$ cat src/rtl/id_operand_stage.sv
// Decode-side operand fetch: latches one decoded instruction, resolves operands from RF/bypass, interlocks on unready producers.
// Optional interlock-cycle counter enabled by defining OPFETCH_STALL_CNT_EN.
module id_operand_stage #(
  parameter int PAYLOAD_W = 64
) (
  input  logic                 clk,
  input  logic                 resetn,
  input  logic                 flush,
  input  logic                 in_valid,
  output logic                 in_allowin,
  input  logic [4:0]           in_raddr1,
  input  logic [4:0]           in_raddr2,
  input  logic                 in_ren1,
  input  logic                 in_ren2,
  input  logic [PAYLOAD_W-1:0] in_payload,
  output logic [4:0]           rf_raddr1,
  output logic [4:0]           rf_raddr2,
  input  logic [31:0]          rf_rdata1,
  input  logic [31:0]          rf_rdata2,
  output logic [4:0]           by_raddr1,
  output logic [4:0]           by_raddr2,
  output logic                 by_ren1,
  output logic                 by_ren2,
  input  logic [31:0]          by_rdata1,
  input  logic [31:0]          by_rdata2,
  input  logic [1:0]           by_sel,
  input  logic                 exe_valid,
  input  logic                 exe_wen,
  input  logic                 exe_ready,
  input  logic [4:0]           exe_waddr,
  input  logic                 mem_valid,
  input  logic                 mem_wen,
  input  logic                 mem_ready,
  input  logic [4:0]           mem_waddr,
  output logic                 out_valid,
  input  logic                 out_allowin,
  output logic [31:0]          out_src1,
  output logic [31:0]          out_src2,
  output logic [PAYLOAD_W-1:0] out_payload,
  output logic [31:0]          stall_cnt
);

  logic                 dsVld_p0;
  logic [4:0]           raddr1_p0;
  logic [4:0]           raddr2_p0;
  logic                 ren1_p0;
  logic                 ren2_p0;
  logic [PAYLOAD_W-1:0] payload_p0;
  logic                 hazard1;
  logic                 hazard2;
  logic                 stall;
  logic                 readyGo;

  // An unready EXE match stalls regardless of MEM, so a stale MEM value is never forwarded.
  function automatic logic srcHazard(
    input logic ren, input logic [4:0] raddr,
    input logic eV, input logic eW, input logic eR, input logic [4:0] eA,
    input logic mV, input logic mW, input logic mR, input logic [4:0] mA
  );
    return ren && (raddr != 5'd0) &&
           ((eV && eW && (eA == raddr) && !eR) ||
            (mV && mW && (mA == raddr) && !mR));
  endfunction

  function automatic logic [31:0] selOperand(
    input logic [4:0] raddr, input logic sel,
    input logic [31:0] byData, input logic [31:0] rfData
  );
    if (raddr == 5'd0) return 32'd0;
    return sel ? byData : rfData;
  endfunction

  always_comb begin
    hazard1 = srcHazard(ren1_p0, raddr1_p0, exe_valid, exe_wen, exe_ready, exe_waddr,
                        mem_valid, mem_wen, mem_ready, mem_waddr);
    hazard2 = srcHazard(ren2_p0, raddr2_p0, exe_valid, exe_wen, exe_ready, exe_waddr,
                        mem_valid, mem_wen, mem_ready, mem_waddr);
  end

  assign stall      = dsVld_p0 & (hazard1 | hazard2);
  assign readyGo    = ~stall;
  assign out_valid  = dsVld_p0 & readyGo & ~flush;
  assign in_allowin = ~dsVld_p0 | (readyGo & out_allowin);

  assign rf_raddr1   = raddr1_p0;
  assign rf_raddr2   = raddr2_p0;
  assign by_raddr1   = raddr1_p0;
  assign by_raddr2   = raddr2_p0;
  assign by_ren1     = ren1_p0;
  assign by_ren2     = ren2_p0;
  assign out_src1    = selOperand(raddr1_p0, by_sel[0], by_rdata1, rf_rdata1);
  assign out_src2    = selOperand(raddr2_p0, by_sel[1], by_rdata2, rf_rdata2);
  assign out_payload = payload_p0;

  // ---- decode -> operand-fetch stage register ----
  always_ff @(posedge clk or negedge resetn) begin
    if (!resetn) begin
      dsVld_p0   <= 1'b0;
      raddr1_p0  <= '0;
      raddr2_p0  <= '0;
      ren1_p0    <= 1'b0;
      ren2_p0    <= 1'b0;
      payload_p0 <= '0;
    end else if (flush) begin
      dsVld_p0 <= 1'b0;
    end else if (in_allowin) begin
      dsVld_p0 <= in_valid;
      if (in_valid) begin
        raddr1_p0  <= in_raddr1;
        raddr2_p0  <= in_raddr2;
        ren1_p0    <= in_ren1;
        ren2_p0    <= in_ren2;
        payload_p0 <= in_payload;
      end
    end
  end

`ifdef OPFETCH_STALL_CNT_EN
  logic [31:0] stallCnt_p0;

  function automatic logic [31:0] satInc(input logic [31:0] v);
    return (v == 32'hFFFF_FFFF) ? v : v + 32'd1;
  endfunction

  always_ff @(posedge clk or negedge resetn) begin
    if (!resetn) begin
      stallCnt_p0 <= '0;
    end else if (stall && !flush) begin
      stallCnt_p0 <= satInc(stallCnt_p0);
    end
  end

  assign stall_cnt = stallCnt_p0;
`else
  assign stall_cnt = 32'd0;
`endif

endmodule

$ cat config.mk
export PLATFORM = sky130hd
export DESIGN_NAME = id_operand_stage
export DESIGN_NICKNAME = d
export VERILOG_FILES = /design/src/rtl/id_operand_stage.sv
export SDC_FILE = /design/constraint.sdc
export NUM_CORES = 1
export LEC_CHECK = 0
export ABC_AREA = 1
export CORE_AREA = 2 2 160 162
export DETAILED_ROUTE_END_ITERATION = 10
export DIE_AREA = 0 0 162 164
export PLACE_DENSITY = 0.63
export SETUP_SLACK_MARGIN = 0.5
export SYNTH_ARGS = -nofsm -noshare
export SYNTH_HDL_FRONTEND = slang
export SYNTH_SLANG_ARGS = --single-unit
export TNS_END_PERCENT = 10
$ cat constraint.sdc
create_clock -name clk -period 1.85 [get_ports clk]
set_input_delay 0.37 -clock clk [delete_from_list [all_inputs] [get_ports clk]]
set_output_delay 0.37 -clock clk [all_outputs]
set_load 0.01 [all_outputs]
### Word-level counts from Yosys, hierarchy flattened

Cells that the tools add are included.

* flip-flop bits (word level): 77
* latch bits: 0
* RAM bits: 0
* memory bits (read-only): 0
* bits of input ports: 227
* memories kept: 0

* $add $sub $neg: 0
* $mul: 0
* divide/modulo/power cells: 0
* $lt $le $gt $ge: 0
* equal/unequal tests: 4
* shifts and indexed selects: 0
* multiplexer cells: 10
* bitwise logic cells: 9
* reductions and logical operators: 24

Operator list (count)
* $mux 32: 6
* $eq 5x5->1: 4
* $logic_and 1x1->1: 14
* $logic_not 5->1: 2
* $reduce_bool 5->1: 2
* $and 1x1->1: 4
* $mux 1: 4
* $not 1->1: 3
* $reduce_and 3->1: 1
* $logic_not 1->1: 2
* $logic_or 1x1->1: 2
* $or 1x1->1: 2
* $reduce_bool 2->1: 1

### Longest topological paths before layout

* depth after elaboration: 12
* mapped depth: 14

### Worst setup path after synthesis

No wires, ideal clock.

* kind: reg2reg
* start point: reg raddr2_p0[3] (netlist: by_raddr2[3])
* end point: reg raddr1_p0[1] (netlist: by_raddr1[1])
* setup time: 0.117 ns
* arrival: 1.625 ns
* required time: 1.733 ns
* setup slack: 0.108 ns
* stages on the path, launching flop included: 13
* buffers on the path: 2
* cell sequence: dfrtp_1 -> nor3_1 -> nand3_1 -> nand2_1 -> inv_1 -> nand2_1 -> nand3_1 -> nand2_2 -> nand2_2 -> buf_6 -> buf_2 -> nand2_1 -> nand2_1

* cells in the longest elaborated chain, start to end: 11

RTL lines
* start: declaration: line 45 `logic [4:0] raddr2_p0;`
* start signal: assignment: line 110 `raddr2_p0 <= in_raddr2;`
* $eq 5x5->1 (on tied branches): line 61, 62
* $logic_and 1x1->1 (on tied branches) (2 in series): line 61, 62
* $logic_or 1x1->1: line 61 `((eV && eW && (eA == raddr) && !eR) ||`
* $logic_and 1x1->1 (*): line 60 `return ren && (raddr != 5'd0) &&`
* $or 1x1->1 (*): line 80 `assign stall = dsVld_p0 & (hazard1 | hazard2);`
* $and 1x1->1 (*): line 80
* $not 1->1 (*): line 81 `assign readyGo = ~stall;`
* $and 1x1->1 (*): line 83 `assign in_allowin = ~dsVld_p0 | (readyGo & out_allowin);`
* $or 1x1->1 (*): line 83
* $reduce_and 3->1 (no source line) (*)
* end signal: assignment: line 109 `raddr1_p0 <= in_raddr1;`
* end: declaration: line 44 `logic [4:0] raddr1_p0;`

Every way passes the cells marked *; elsewhere a longest branch is shown, timed or not.
A chain may end at the register's enable or synchronous reset.

### Worst setup path after layout

* start point: in mem_waddr[0]
* end point: out in_allowin

* cells in the longest elaborated chain, start to end: 10

RTL lines
* start: declaration: line 34 `input logic [4:0] mem_waddr,`
* $eq 5x5->1: line 62 `(mV && mW && (mA == raddr) && !mR));`
* $logic_and 1x1->1 (2 in series): line 62
* $logic_or 1x1->1: line 61
* $logic_and 1x1->1: line 60
* $or 1x1->1 (*): line 80
* $and 1x1->1 (*): line 80
* $not 1->1 (*): line 81
* $and 1x1->1 (*): line 83
* $or 1x1->1 (*): line 83
* end: declaration: line 10 `output logic in_allowin,`

Marked as above.

==> flow_summary.json <==
{
  "worstPathCellList": "clkdlybuf4s50_1 -> inv_1 -> nand2_1 -> nand2_1 -> nor2_1 -> nand3_1 -> nand2_2 -> nand2_2 -> nand3_2 -> nand2_4 -> buf_6",
  "die_y_um": 164,
  "synth_edf_count": 0,
  "finalNonFillerCells": 1424,
  "first_pass_iters": 4,
  "grt_pass1_vias": 5711,
  "cp-startpoint": "mem_waddr[0]",
  "drt_iter0_markers": 136,
  "slowest_stage": "clkdlybuf4s50_1",
  "via_per_inst": 4.00,
  "grt_max_degree": 48,
  "syn_to_final_growth_pct": 91.7,
  "violations": "negative setup slack",
  "drc": 0,
  "post_drt_wl_per_cell_um": 15.3,
  "yosysMostFrequentCell": "nand2_1",
  "port_buffers": 378,
  "status": "finished with violations",
  "ir_worst_vdd_mv": 0.497,
  "finish.utilization": 0.389,
  "hold_depth": 2,
  "synth.avg_cell_area_um2": 7.25,
  "cts_max_level": 3,
  "reg2reg_to": "out_payload[33]",
  "crit_arrival_ns": 1.70,
  "cts_sinks": 77,
  "cts_buffers": 9,
  "setup_tns_ns": -12.34,
  "worstPathRequired_ns": 1.48,
  "ys_ff_latch": 77,
  "grt_pass1_wl_um": 32300,
  "clockRootBuffer": "clkbuf_16",
  "fin_nets": 1313,
  "place_inst": 1392,
  "core_area_um2": 24800,
  "synthTopCellsByArea": "dfrtp_1, nand2_1, mux2_2, nand3_1, inv_1",
  "multi_input_area_um2": 2600,
  "synth_top_cell_by_area": "dfrtp_1",
  "synth-main-ff-cell": "dfrtp_1",
  "start_util": 0.203,
  "critPathTopFamily": "buffers and inverters",
  "cts_buffer_depth": 2,
  "holdWs_ns": 0.466,
  "fin_skew_ns": 0.00897,
  "setup_viol": 118,
  "critPathLaunchType": "primary input",
  "synth_area_um2": 5040,
  "antenna_found_initial": 4,
  "die_w_um": 162,
  "grt_overflow": 0,
  "critPathKind": "primary input to output port",
  "rr_worst_depth": 13,
  "ff2ff_setup_slack_ns": -0.08,
  "total_power_mw": 6.80,
  "power_density_nw_per_um2": 705,
  "drv_slew": 0,
  "nFillCells": 2625,
  "hold_path_class": "flop to flop",
  "crit_path_end_kind": "output port",
  "syn-instance-count": 695,
  "dieArea_um2": 26600,
  "synth_top_area_frac": 0.382,
  "p_leak_nw": 5.08,
  "cpPeakStageDelay_ns": 0.51,
  "final_antenna_net_count": 0,
  "hpwl_um": 17300,
  "yosysWarningCount": 0,
  "fin_crit_ns": 2.07,
  "grt_setup_unrepaired": "yes",
  "grt_usage": 0.157,
  "place_area_um2": 9320,
  "path_buf_inv": 3,
  "ys_async_sr_fraction": 1.00,
  "num_io_pins": 411,
  "clk_pin_slew_ns": 0.06,
  "ys_top_cells_by_count": "nand2_1, inv_1, nand3_1",
  "clock_latency_ns": 0.34,
  "final_hold_viol_count": 0,
  "yosys.cell_types.count": 19,
  "cp-endpoint": "in_allowin",
  "rows": 58,
  "cts_tree": "built",
  "rr_startpoint": "by_raddr2[2]",
  "finalCritPeriodShare": 1.12,
  "final_area_um2": 9660,
  "yosysSeqAreaShare": 0.382,
  "vias": 5690,
  "pre_cts_slack_ns": -0.731,
  "drive_gt1_frac": 0.324,
  "drt_wl_total_um": 21800,
  "maxCapViolCount": 0,
  "ff_latch_area_um2": 1940,
  "routabilityCongestion": 0.814,
  "crit_fanout": 3,
  "final.setup.worst_slack_ns": -0.224,
  "path_depth": 11,
  "fmax_ghz": 0.482
}
[how the worst min path moves through the flow]
stage	start	end	slack (ns)
after floorplan	resetn	by_raddr1[0]	0.07
after global placement	resetn	out_payload[12]	0.34
after detailed placement	resetn	out_payload[11]	0.34
after CTS	out_payload[4]	out_payload[4]	0.47
after global routing	out_payload[18]	out_payload[18]	0.49
final	out_payload[2]	out_payload[2]	0.47
[flip-flops by register name, indices dropped and copies added, names as in the netlist]
signal	count
by_ren2	1
dsVld_p0	1
by_raddr1	5
by_raddr2	5
out_payload	64
by_ren1	1
[what timing repair did]
item | in CTS | in global routing
buffers inserted | 7 | 2
pin swaps | 8 | 25
cloned | 3 | 0
resized for setup | 444 | 226
hold endpoints to repair | 27 | 0
hold buffers | 1 | 0
setup endpoints to repair | 229 | 219
[layer usage]
layer	global-route usage	share of wire	vias up	wire length, um
met2	0.277	0.50	237	10900
li1	-	-	2837	-
met4	0.0422	0.017	2	374
met5	0	0.00055	-	12
met1	0.183	0.39	2590	8570
met3	0.0515	0.089	24	1940
[worst register-to-register path, delay by kind of cell, from the launching register on]
family	cells	cell delay, ns
buf+inv	4	0.51
flops	1	0.44
simple gates	9	0.86
[cell type report]
class / count / area share
repair buffers: 429 / 0.418
diodes: 3 / 0.000777
clock inverters: 4 / 0.00726
flip-flops and latches: 77 / 0.201
multi-input cells: 479 / 0.269
clock buffers: 12 / 0.0266
well taps: 330 / 0.0428
inverters: 90 / 0.0352
[cell usage in the layout (no fill, tap or decap), types with 2 or more instances in the layout]
cell             count
nand2_1            235
clkdlybuf4s50_1    216
nand3_1             82
dfrtp_1             68
mux2_2              64
inv_1               62
buf_6               55
clkbuf_2            54
nand2_2             36
buf_2               35
conb_1              32
inv_2               27
buf_4               21
dlygate4sd2_1       16
buf_12              12
nor2_1              11
dfrtp_2              9
clkbuf_16            9
clkdlybuf4s15_1      8
nand2_4              7
clkdlybuf4s15_2      5
diode_2              3
nand3_2              3
buf_16               3
nor3_4               2
a21oi_1              2
o21ai_2              2
clkinv_2             2
bufinv_16            2
clkbuf_8             2
dlymetal6s2s_1       2
[where the power goes]
group	switching, mW	total, mW	internal [mW]
Sequential	0.183	2.12	1.93
Clock	0.690	1.94	1.25
Combinational	1.25	2.75	1.49
[kinds of logic after synthesis]
family          share of synthesized area
simple gates                        0.303
buf+inv                             0.164
flops                               0.382
mux                                 0.143
compound gates                    0.00496
xor+xnor                          0.00174
other cells                      0.000744
No activity file was read; power rests on OpenSTA's default activity.
